File: src/rtl/dual_grant_sequencer.sv
// Dual-grant sequencer: collects request pulses into a pending vector, takes up
// to two indices per batch from an external dual priority encoder, and issues
// them one at a time over a valid/ready grant channel.
module dual_grant_sequencer #(
  parameter int unsigned NREQ  = 12,
  parameter int unsigned CNT_W = 8
) (
  input  logic             clk,
  input  logic             rst,
  input  logic [NREQ-1:0]  req_in,
  output logic [NREQ-1:0]  pending,
  input  logic [3:0]       first,
  input  logic [3:0]       second,
  output logic             grant_valid,
  input  logic             grant_ready,
  output logic [3:0]       grant_id,
  output logic [CNT_W-1:0] grant_count
);

  typedef enum logic [1:0] {
    StIdle  = 2'd0,
    StSendA = 2'd1,
    StSendB = 2'd2
  } state_e;

  state_e            r_state;
  state_e            w_state_next;
  logic [NREQ-1:0]   r_pending;
  logic [NREQ-1:0]   w_pending_next;
  logic [NREQ-1:0]   w_clear;
  logic [3:0]        r_slot_a;
  logic [3:0]        w_slot_a_next;
  logic [3:0]        r_slot_b;
  logic [3:0]        w_slot_b_next;
  logic              r_slot_b_v;
  logic              w_slot_b_v_next;
  logic [CNT_W-1:0]  r_grant_count;
  logic              w_first_hit;
  logic              w_second_hit;
  logic              w_fv;
  logic              w_sv;
  logic              w_grant_valid;
  logic [3:0]        w_grant_id;

  // Qualify encoder outputs against the registered pending vector; an index
  // outside 0..NREQ-1 never matches, so empty-vector encodings are ignored.
  always_comb begin
    w_first_hit  = 1'b0;
    w_second_hit = 1'b0;
    for (int i = 0; i < NREQ; i++) begin
      if (first == 4'(i) && r_pending[i]) w_first_hit = 1'b1;
      if (second == 4'(i) && r_pending[i]) w_second_hit = 1'b1;
    end
    w_fv = w_first_hit;
    w_sv = w_fv && w_second_hit && (second != first);
  end

  // Next-state, slot loading, pending clear mask and grant outputs.
  always_comb begin
    w_state_next    = r_state;
    w_slot_a_next   = r_slot_a;
    w_slot_b_next   = r_slot_b;
    w_slot_b_v_next = r_slot_b_v;
    w_clear         = '0;
    w_grant_valid   = 1'b0;
    w_grant_id      = 4'd0;
    unique case (r_state)
      StIdle: begin
        if (w_fv) begin
          w_slot_a_next   = first;
          w_slot_b_next   = second;
          w_slot_b_v_next = w_sv;
          for (int i = 0; i < NREQ; i++) begin
            if (first == 4'(i)) w_clear[i] = 1'b1;
            if (w_sv && second == 4'(i)) w_clear[i] = 1'b1;
          end
          w_state_next = StSendA;
        end
      end
      StSendA: begin
        w_grant_valid = 1'b1;
        w_grant_id    = r_slot_a;
        if (grant_ready) w_state_next = r_slot_b_v ? StSendB : StIdle;
      end
      StSendB: begin
        w_grant_valid = 1'b1;
        w_grant_id    = r_slot_b;
        if (grant_ready) w_state_next = StIdle;
      end
      default: w_state_next = StIdle;
    endcase
    // A fresh request on the clearing edge wins over the clear.
    w_pending_next = (r_pending & ~w_clear) | req_in;
  end

  // State, slot, pending and acceptance-counter registers.
  always_ff @(posedge clk or posedge rst) begin
    if (rst) begin
      r_state       <= StIdle;
      r_pending     <= '0;
      r_slot_a      <= 4'd0;
      r_slot_b      <= 4'd0;
      r_slot_b_v    <= 1'b0;
      r_grant_count <= '0;
    end else begin
      r_state    <= w_state_next;
      r_pending  <= w_pending_next;
      r_slot_a   <= w_slot_a_next;
      r_slot_b   <= w_slot_b_next;
      r_slot_b_v <= w_slot_b_v_next;
      if (w_grant_valid && grant_ready) r_grant_count <= r_grant_count + CNT_W'(1);
    end
  end

  assign pending     = r_pending;
  assign grant_valid = w_grant_valid;
  assign grant_id    = w_grant_id;
  assign grant_count = r_grant_count;

endmodule

File: config.mk
export PLATFORM = sky130hd
export DESIGN_NAME = dual_grant_sequencer
export DESIGN_NICKNAME = d
export VERILOG_FILES = /design/src/rtl/dual_grant_sequencer.sv
export SDC_FILE = /design/constraint.sdc
export NUM_CORES = 1
export LEC_CHECK = 0
export ABC_AREA = 1
export CAP_MARGIN = 20
export CORE_MARGIN = 8
export CORE_UTILIZATION = 45
export DETAILED_ROUTE_END_ITERATION = 7
export PLACE_DENSITY = 0.77
export SETUP_SLACK_MARGIN = 0.05
export SYNTH_ARGS = -nofsm -noshare
export SYNTH_HDL_FRONTEND = slang
export SYNTH_SLANG_ARGS = --single-unit
File: constraint.sdc
create_clock -name clk -period 1.66 [get_ports clk]
set_input_delay 0.332 -clock clk [delete_from_list [all_inputs] [get_ports clk]]
set_output_delay 0.332 -clock clk [all_outputs]
set_load 0.01 [all_outputs]
After elaboration in Yosys (flattened, before gate mapping). Cells that the tools add are included.

Output and inout bits: 25. Flip-flop bits (word level): 31. Word-level logic and storage cells: 140. Input port bits: 23.

$add $sub $neg: 1. Bitwise logic cells: 3. Muxes and demuxes: 57. Reductions and logical operators: 45. Eq/ne operators: 28.

Operator list (count): $mux 1 (49); $logic_and 1x1->1 (39); $eq 4x3->1 const B (8); $eq 4x4->1 const B (8); $mux 12 (2); $eq 4x2->1 const B (4); $and 12x12->12 (1); $not 12->12 (1); $or 12x12->12 (1); $add 8x1->8 const B (1); $eq 4x1->1 const B (2); $logic_not 4->1 (2); $mux 2 (4); $pmux 4 s2 (1); $ne 2x2->1 const B (3); $pmux 2 s3 (1); $ne 4x4->1 (1); $reduce_and 3->1 (1); $eq 2x1->1 const B (1); $eq 2x2->1 const B (1); $logic_not 2->1 (1); $reduce_and 2->1 (1); $reduce_or 2->1 (1).

Depth between registers and ports, before layout.
Depth in word-level cells: 23. Mapped depth: 13. Mapped depth without buffers: 12.

Worst setup path before layout. OpenSTA, ideal clock, no wires.

Path type: register -> register. Start point: reg r_state[0]. End point: reg r_grant_count[7] (netlist: grant_count[7]). Slack: -0.039 ns. Arrival: 1.575 ns. Stages on the path, launching flop included: 8. Data required time: 1.536 ns. Library setup time: 0.124 ns. Period minus slack after synthesis: 1.699 ns. Path through: dfrtp_1 inv_1 ha_1 nand2_1 nor3_1 nand3_1 nand3b_1 xnor2_1.

Longest elaborated chain between the ends: 4. Elaborated cells on any way between the ends: 5. Classes of those cells: eq/ne (2); mux (1); reduce/logical (2).

Ends and longest elaborated chain: from (decl) (line 26) `state_e r_state;`; from (signal assigned) (line 99) `r_state <= StIdle;`; from (signal assigned) (line 106) `r_state <= w_state_next;`; $eq 2x2->1 / $eq 2x1->1 (equally long branches) (line 67) `unique case (r_state)`; $reduce_or 2->1 (no line) *; $mux 1 * (line 67); net grant_valid (line 14) `output logic grant_valid,`; $logic_and 1x1->1 * (line 111) `if (w_grant_valid && grant_ready) r_grant_count <= r_grant_count + CNT_W'(1);`; to (signal assigned) (line 111); to (decl) (line 37) `logic [CNT_W-1:0] r_grant_count;`.

The timed path passes the listed nets; every way through them passes the cells marked *. A chain may end at the register's enable or synchronous reset.

Worst setup path in the final report.
Start point: reg r_state[0]. End point: out grant_id[3].

Longest elaborated chain between the ends: 2. Elaborated cells on any way between the ends: 3. Classes of those cells: eq/ne (2); mux (1).

Ends and longest elaborated chain: $eq 2x2->1 / $eq 2x1->1 (equally long branches) (line 67); $pmux 4 s2 * (line 67); to (decl) (line 16) `output logic [3:0] grant_id,`.

Mark *: on every way between the ends. The rest lies on a longest branch, timed or not.

==> results.toml <==
[drt]
drc = 0
post_drt_wl_per_cell_um = 14.0
drt_wl_total_um = 6410
drt_iter0_drc = 114
postRouteAntennaNets = 0
dr.pass1.iters = 5
vias = 2239
via_per_inst = 4.89

[clock_network]
path_clk_slew_ns = 0.07
cts.path.max_buffers = 2
hold_buffers = 0
cts_sinks = 31
cts_max_level = 2
clk_root_buffer_cell = "clkbuf_8"
clock_latency_ns = 0.28
cts_buffers = 5
cts_tree = "done"

[worst_setup_path]
cp-start-kind = "register"
rr_startpoint = "r_state[0]"
reg2reg_depth = 8
cp-end-kind = "primary output"
reg2reg_to = "grant_count[7]"
arrival_ns = 1.38
critPathCapture = "grant_id[3]"
timing.reg2reg.setup_slack_ns = 0.01
crit_type = "register to primary output"
worstSetupStartpoint = "r_state[0]"
critPathRequiredTime_ns = 1.33
cp_max_fo = 4

[outcome]
outcome = "finished with violations"
violations = "negative setup slack"

[synthesis]
synth.net_count = 319
ys_ff_latch = 31
syn-cell-area_um2 = 1970
yosysTopAreaCellShare = 0.394
syn_avg_cell_area_um2 = 6.74
netlist_instances = 292
synth_largest_area_cell = "dfrtp_1"
synth.distinct_cells = 25
ys_seq_area_frac = 0.394
synth_area_leaders = "dfrtp_1, nand2_1, inv_1, nand3_1, nor2_1"
ys_warn_count = 0

[pwr]
pwr-share-comb = 0.491
seqPwrFrac = 0.302
power.leakage_nw = 1.70
p_int_mw = 2.39
power_density_nw_per_um2 = 1160
switching_share = 0.361
pwr-share-clk = 0.206
netSwitchingPower_mw = 1.35
irDropWorstVdd_mv = 0.552

[grt]
antenna_found_initial = 0
grt_pass1_vias = 2207
grt_overflow_total = 0
grt_max_degree = 32
grtUsageTotal = 0.195
grt_pass1_wl_um = 10200

[flow_run]
drv_cap = 0

[timing]
fin_crit_sh = 1.03
max-slew-margin-rel = 0.732
worst_hold_slack_ns = 0.394
setup_ws_ns = -0.0568
rsz0062_at_grt = "yes"
setup-tns-final_ns = -0.166
setup_viol_count_final = 4
finClkSkew_ns = 0.00494
hold_viol_final = 0
fmax_mhz = 582
worst_pin_slew_ns = 0.402
min_period_ns = 1.72
slew_viol_final = 0

[finish]
antenna_cells = 0
syn2layout_area_growth_pct = 64.2
drive_gt1_frac = 0.310
fin_util = 0.752
fill_cells = 339
nNetsFinal = 432

[place]
dpl.hpwl_um = 4450
io_buffers = 47
gp_congestion = 0.979

[min_path]
hold_class = "input port to register"

[die]
num_io_pins = 48
die_area_um2 = 6740
row_count = 24
core_um2 = 4290
fp.dieH_um = 82.1
die_w_um = 82.1
start_util = 0.458
## stage by stage
| stage | total power, mW | cell area [um2] | worst slack, ns | std cells |
|---|---|---|---|---|
| 2_1_floorplan | 1.87 | 1980 | 0.108 | 292 |
| 3_3_place_gp | 2.53 | 2810 | -0.594 | 429 |
| 3_5_place_dp | 2.56 | 2810 | -0.615 | 429 |
| 4_1_cts | 3.45 | 3040 | -0.0331 | 448 |
| 5_1_grt | 3.98 | 3230 | -0.117 | 458 |
| 6_report | 3.74 | 3230 | -0.0568 | 458 |
## per-layer routing
layer	wire [um]	vias up	global-route usage
li1	-	1118	-
met1	2530	1027	0.226
met2	3250	73	0.353
met3	447	21	0.0400
met4	176	0	0.0614
met5	0	-	0
## power by group through the flow
stage	clock [mW]	combinational, mW	sequential [mW]
after floorplan	0	0.724	1.15
after global placement	0	1.39	1.14
after detailed placement	0	1.42	1.14
after CTS	0.793	1.53	1.13
after global routing	0.811	2.01	1.16
final	0.772	1.84	1.13
## final cells by class
class                   count  area, um2  share of cell area
well taps                  52       65.1              0.0201
repair buffers            110        953               0.295
clock inverters             2       35.0              0.0108
multi-input cells         210       1140               0.353
flip-flops and latches     31        778               0.241
clock buffers               6       82.6              0.0256
inverters                  47        176              0.0546
## worst max-delay path: stages, from the launching register on
cell and delay [ns]:
dfrtp_1 0.39, inv_2 0.08, ha_4 0.26, inv_1 0.09
a21oi_1 0.13, buf_2 0.15
## state kept, by name, indices dropped and copies added, names as in the netlist
signal	flops
grant_count	8
pending	12
r_slot_a	4
r_slot_b	4
r_slot_b_v	1
r_state	2
## cell families (layout without fill, tap and decap cells)
| group | count (synthesis) | in the layout | share of synthesized area |
|---|---|---|---|
| compound gates | 19 | 19 | 0.0515 |
| xor+xnor | 11 | 11 | 0.0490 |
| fa+ha+maj | 4 | 4 | 0.0254 |
| buf+inv | 51 | 165 | 0.102 |
| flops | 31 | 31 | 0.394 |
| mux | 1 | 1 | 0.00572 |
| simple gates | 175 | 175 | 0.372 |
## Yosys cell counts
library cell and n:
o21bai_1 1, xor2_1 5, nand3_1 31, a21oi_1 4, a31oi_1 1, nor2_1 40, clkbuf_1 1, nand3_2 1
nor2_4 1, nor3_1 1, nand2_4 1, inv_1 45, ha_1 4, a21boi_0 1, mux2_2 1, xnor2_1 6
dfrtp_1 31, o21ai_0 12, inv_2 2, nand4_1 1, buf_6 1, buf_2 2, nand2_1 96, nor2_2 1
nand3b_1 2
## placed cells by master (no fill, tap or decap), types with 3 or more instances in the layout
| master | instances |
|---|---|
| nand2_2 | 3 |
| ha_4 | 3 |
| a21oi_2 | 3 |
| dlymetal6s2s_1 | 7 |
| xor2_1 | 4 |
| buf_4 | 55 |
| clkbuf_2 | 8 |
| clkdlybuf4s50_1 | 26 |
| dfrtp_1 | 29 |
| buf_2 | 4 |
| inv_2 | 7 |
| buf_6 | 7 |
| inv_1 | 40 |
| nand2_1 | 90 |
| nor2_2 | 12 |
| nand3_1 | 30 |
| nor2_1 | 28 |
| clkbuf_8 | 6 |
| xnor2_1 | 6 |
| o21ai_0 | 11 |
| nand2_4 | 4 |
## what timing repair did
item / 4_1_cts / 5_1_grt
buffers inserted: 11 / 9
pin swaps: 3 / 11
setup endpoints to repair: 36 / 40
gates resized for setup: 47 / 53
endpoints found under the hold margin: 0 / 0
cloned: 0 / 1
## worst min-delay path by stage
stage | start | endpoint | slack, ns | depth (start not counted)
after floorplan | req_in[0] | pending[0] | 0.43 | 2
after global placement | grant_count[7] | grant_count[7] | 0.46 | 1
after detailed placement | grant_count[7] | grant_count[7] | 0.46 | 1
after CTS | rst | pending[9] | 0.45 | 3
after global routing | second[3] | r_slot_b[3] | 0.43 | 3
final | second[3] | r_slot_b[3] | 0.39 | 3
(Power assumes the default switching activity.)
==> RTL edit, RTL diff (config.mk and constraints unchanged) <==
`NREQ`: 12 -> 11.
--- a/src/rtl/dual_grant_sequencer.sv
+++ b/src/rtl/dual_grant_sequencer.sv
@@ -3,5 +3,5 @@
 // them one at a time over a valid/ready grant channel.
 module dual_grant_sequencer #(
-  parameter int unsigned NREQ  = 12,
+  parameter int unsigned NREQ  = 11,
   parameter int unsigned CNT_W = 8
 ) (
Interface: changed (resized pending and req_in); port bits go from 48 to 46. The function was not compared with the original's and may differ.
==> RTL edit against the unedited design <==
- global-route usage decreased by 1.1 points
- sequential share of layout area up 0.82 points
- cell area decreased by 6.4%
- worst hold slack improved by 38 ps
- area after synthesis shrank 1.3%
- core utilization fell by 4.3 points
- clock power down 29%
- routed wire length down 9.1%
- sequential cell count is 1 lower
- worst setup slack gained 100 ps
- power down 0.83%
- highest routed layer unchanged
==> RTL edit: results (changes against the unedited design) <==
result of the run -> complete, no violations
post-placement worst setup slack -> -499 ps (+116 ps)
relative max-transition margin -> 73.9% (+0.70 points)
met3 wire len -> 356 um (-20%)
synth cell count leaders -> sky130_fd_sc_hd__nand2_1 (80), sky130_fd_sc_hd__nand3_1 (43), sky130_fd_sc_hd__inv_1 (41)
vias in the first global route -> 2,114 (-4.2%)
Met1 Routed Length -> 2540 um (+0.63%)
worst stage delay on the critical path -> 370 ps (-20 ps)
layout cells sized above 1 -> 29.6% (-1.4 points)
sequential power share -> 30.8% (+0.6 points)
portion of the layout cell area used by non-clock buffers -> 28.0% (-1.5 points)
Area contributors post-synth -> sky130_fd_sc_hd__dfrtp_1 (39%), sky130_fd_sc_hd__nand2_1 (15%), sky130_fd_sc_hd__nand3_1 (11%)
Resize count post-CTS -> 51 (+8.5%)
Synth Area in XOR/XNOR -> 4.06% (-0.84 points)
Placer Congestion -> 0.937 (-4.3%)
DRT iter0 DRCs -> 112 (-1.8%)
share of cell area taken by muxes after synthesis -> 0% (-0.57 points)
clock tree root driver cell -> sky130_fd_sc_hd__clkbuf_8
area occupied by registers -> 753 um^2 (-3.2%)
Static Leakage -> 1.55 nW (-8.5%)
maximum vdd ir drop -> 749 uV (+36%)
fraction of the mapped netlist area in adder cells -> 2.58% (+0.033 points)
met1 usage -> 23.6% (+1.0 points)
total routing resource utilization after global routing -> 18.5% (-1.1 points)
clock-cell share of area -> 2.52% (-1.1 points)
Clock Buffer Count -> 7 (+1)
TritonRoute pass-1 iters -> 4 (-1)
seq_cells -> 30 (-3.2%)
area fraction in compound gates after synthesis -> 4.83% (-0.32 points)
post-synth net total -> 310 (-2.8%)
path category of the worst min-delay check -> in2async
Buffers, non-clock -> 99 (-10%)
fraction of met3 tracks used by global routing -> 4.16% (+0.15 points)
met2 Usage GRT -> 29.8% (-5.4 points)
area of the multi-input gates -> 1100 um^2 (-3.4%)
Met2 Wirelength -> 2840 um (-13%)
Routed Wire Length -> 5820 um (-9.1%)
share of the yosys chip area belonging to registers -> 38.7% (-0.78 points)
# Post-CTS Setup Buffers -> 5 (-6)
global-route wire length before repair -> 9690 um (-5.3%)
number of buffer cells added on primary ports -> 45 (-4.3%)
clock skew -> 6.82 ps (+1.88 ps)
max reg flops -> 11 (-1)
total number of multi-input combinational cells -> 202 (-3.8%)
pin count of the biggest net entering global routing -> 31 (-3.1%)
sum of net half-perimeters after detailed placement -> 4330 um (-2.6%)
vias per inst -> 4.83 (-1.2%)
count of filler cells inserted in the layout -> 362 (+6.8%)
Worst Path Arrival -> 1280 ps (-100 ps)
cell-internal power -> 2.25 mW (-5.8%)
count of different cell masters after synthesis -> 24 (-4.0%)
Clock Power Share -> 14.7% (-5.9 points)
nets@finish -> 411 (-4.9%)
## RTL edit: cell count changes after synthesis, moves of 2 or more
| cell | before | now |
|---|---|---|
| sky130_fd_sc_hd__inv_2 | 2 | 6 |
| sky130_fd_sc_hd__nor2_2 | 1 | 3 |
| sky130_fd_sc_hd__nand4_1 | 1 | 3 |
| sky130_fd_sc_hd__nor2_4 | 1 | 4 |
| sky130_fd_sc_hd__nand3_1 | 31 | 43 |
| sky130_fd_sc_hd__o21a_1 | 0 | 2 |
| sky130_fd_sc_hd__nand2_1 | 96 | 80 |
| sky130_fd_sc_hd__o21ai_0 | 12 | 9 |
| sky130_fd_sc_hd__inv_1 | 45 | 41 |
| sky130_fd_sc_hd__nand3b_1 | 2 | 0 |
| sky130_fd_sc_hd__nor2_1 | 40 | 36 |
## RTL edit: worst paths after layout
| path | from | endpoint | cells after the start | slack [ps] |
|---|---|---|---|---|
| max | r_state[0]$_DFFE_PP0P_ | grant_id[1] | 5 | 40 |
| min | rst | grant_count[6]$_DFFE_PP0P_ | 3 | 430 |
| max reg2reg | r_state[0]$_DFFE_PP0P_ | grant_count[5]$_DFFE_PP0P_ | 9 | 50 |
| min reg2reg | grant_count[7]$_DFFE_PP0P_ | grant_count[7]$_DFFE_PP0P_ | 1 | 480 |
| max in group asynchronous | rst | grant_count[3]$_DFFE_PP0P_ | 3 | 930 |
| min in group clk | first[2] | r_slot_a[2]$_DFFE_PP0P_ | 3 | 440 |
## RTL edit: stage by stage
step           cells  TNS (ps)  total power, mW  instance area (um^2)
2_1_floorplan    284         0             2.00                  1940
3_3_place_gp     418    -10250             2.72                  2740
3_5_place_dp     418    -10660             2.77                  2740
4_1_cts          430         0             3.51                  2890
5_1_grt          437      -218             3.98                  3020
6_report         437         0             3.71                  3020
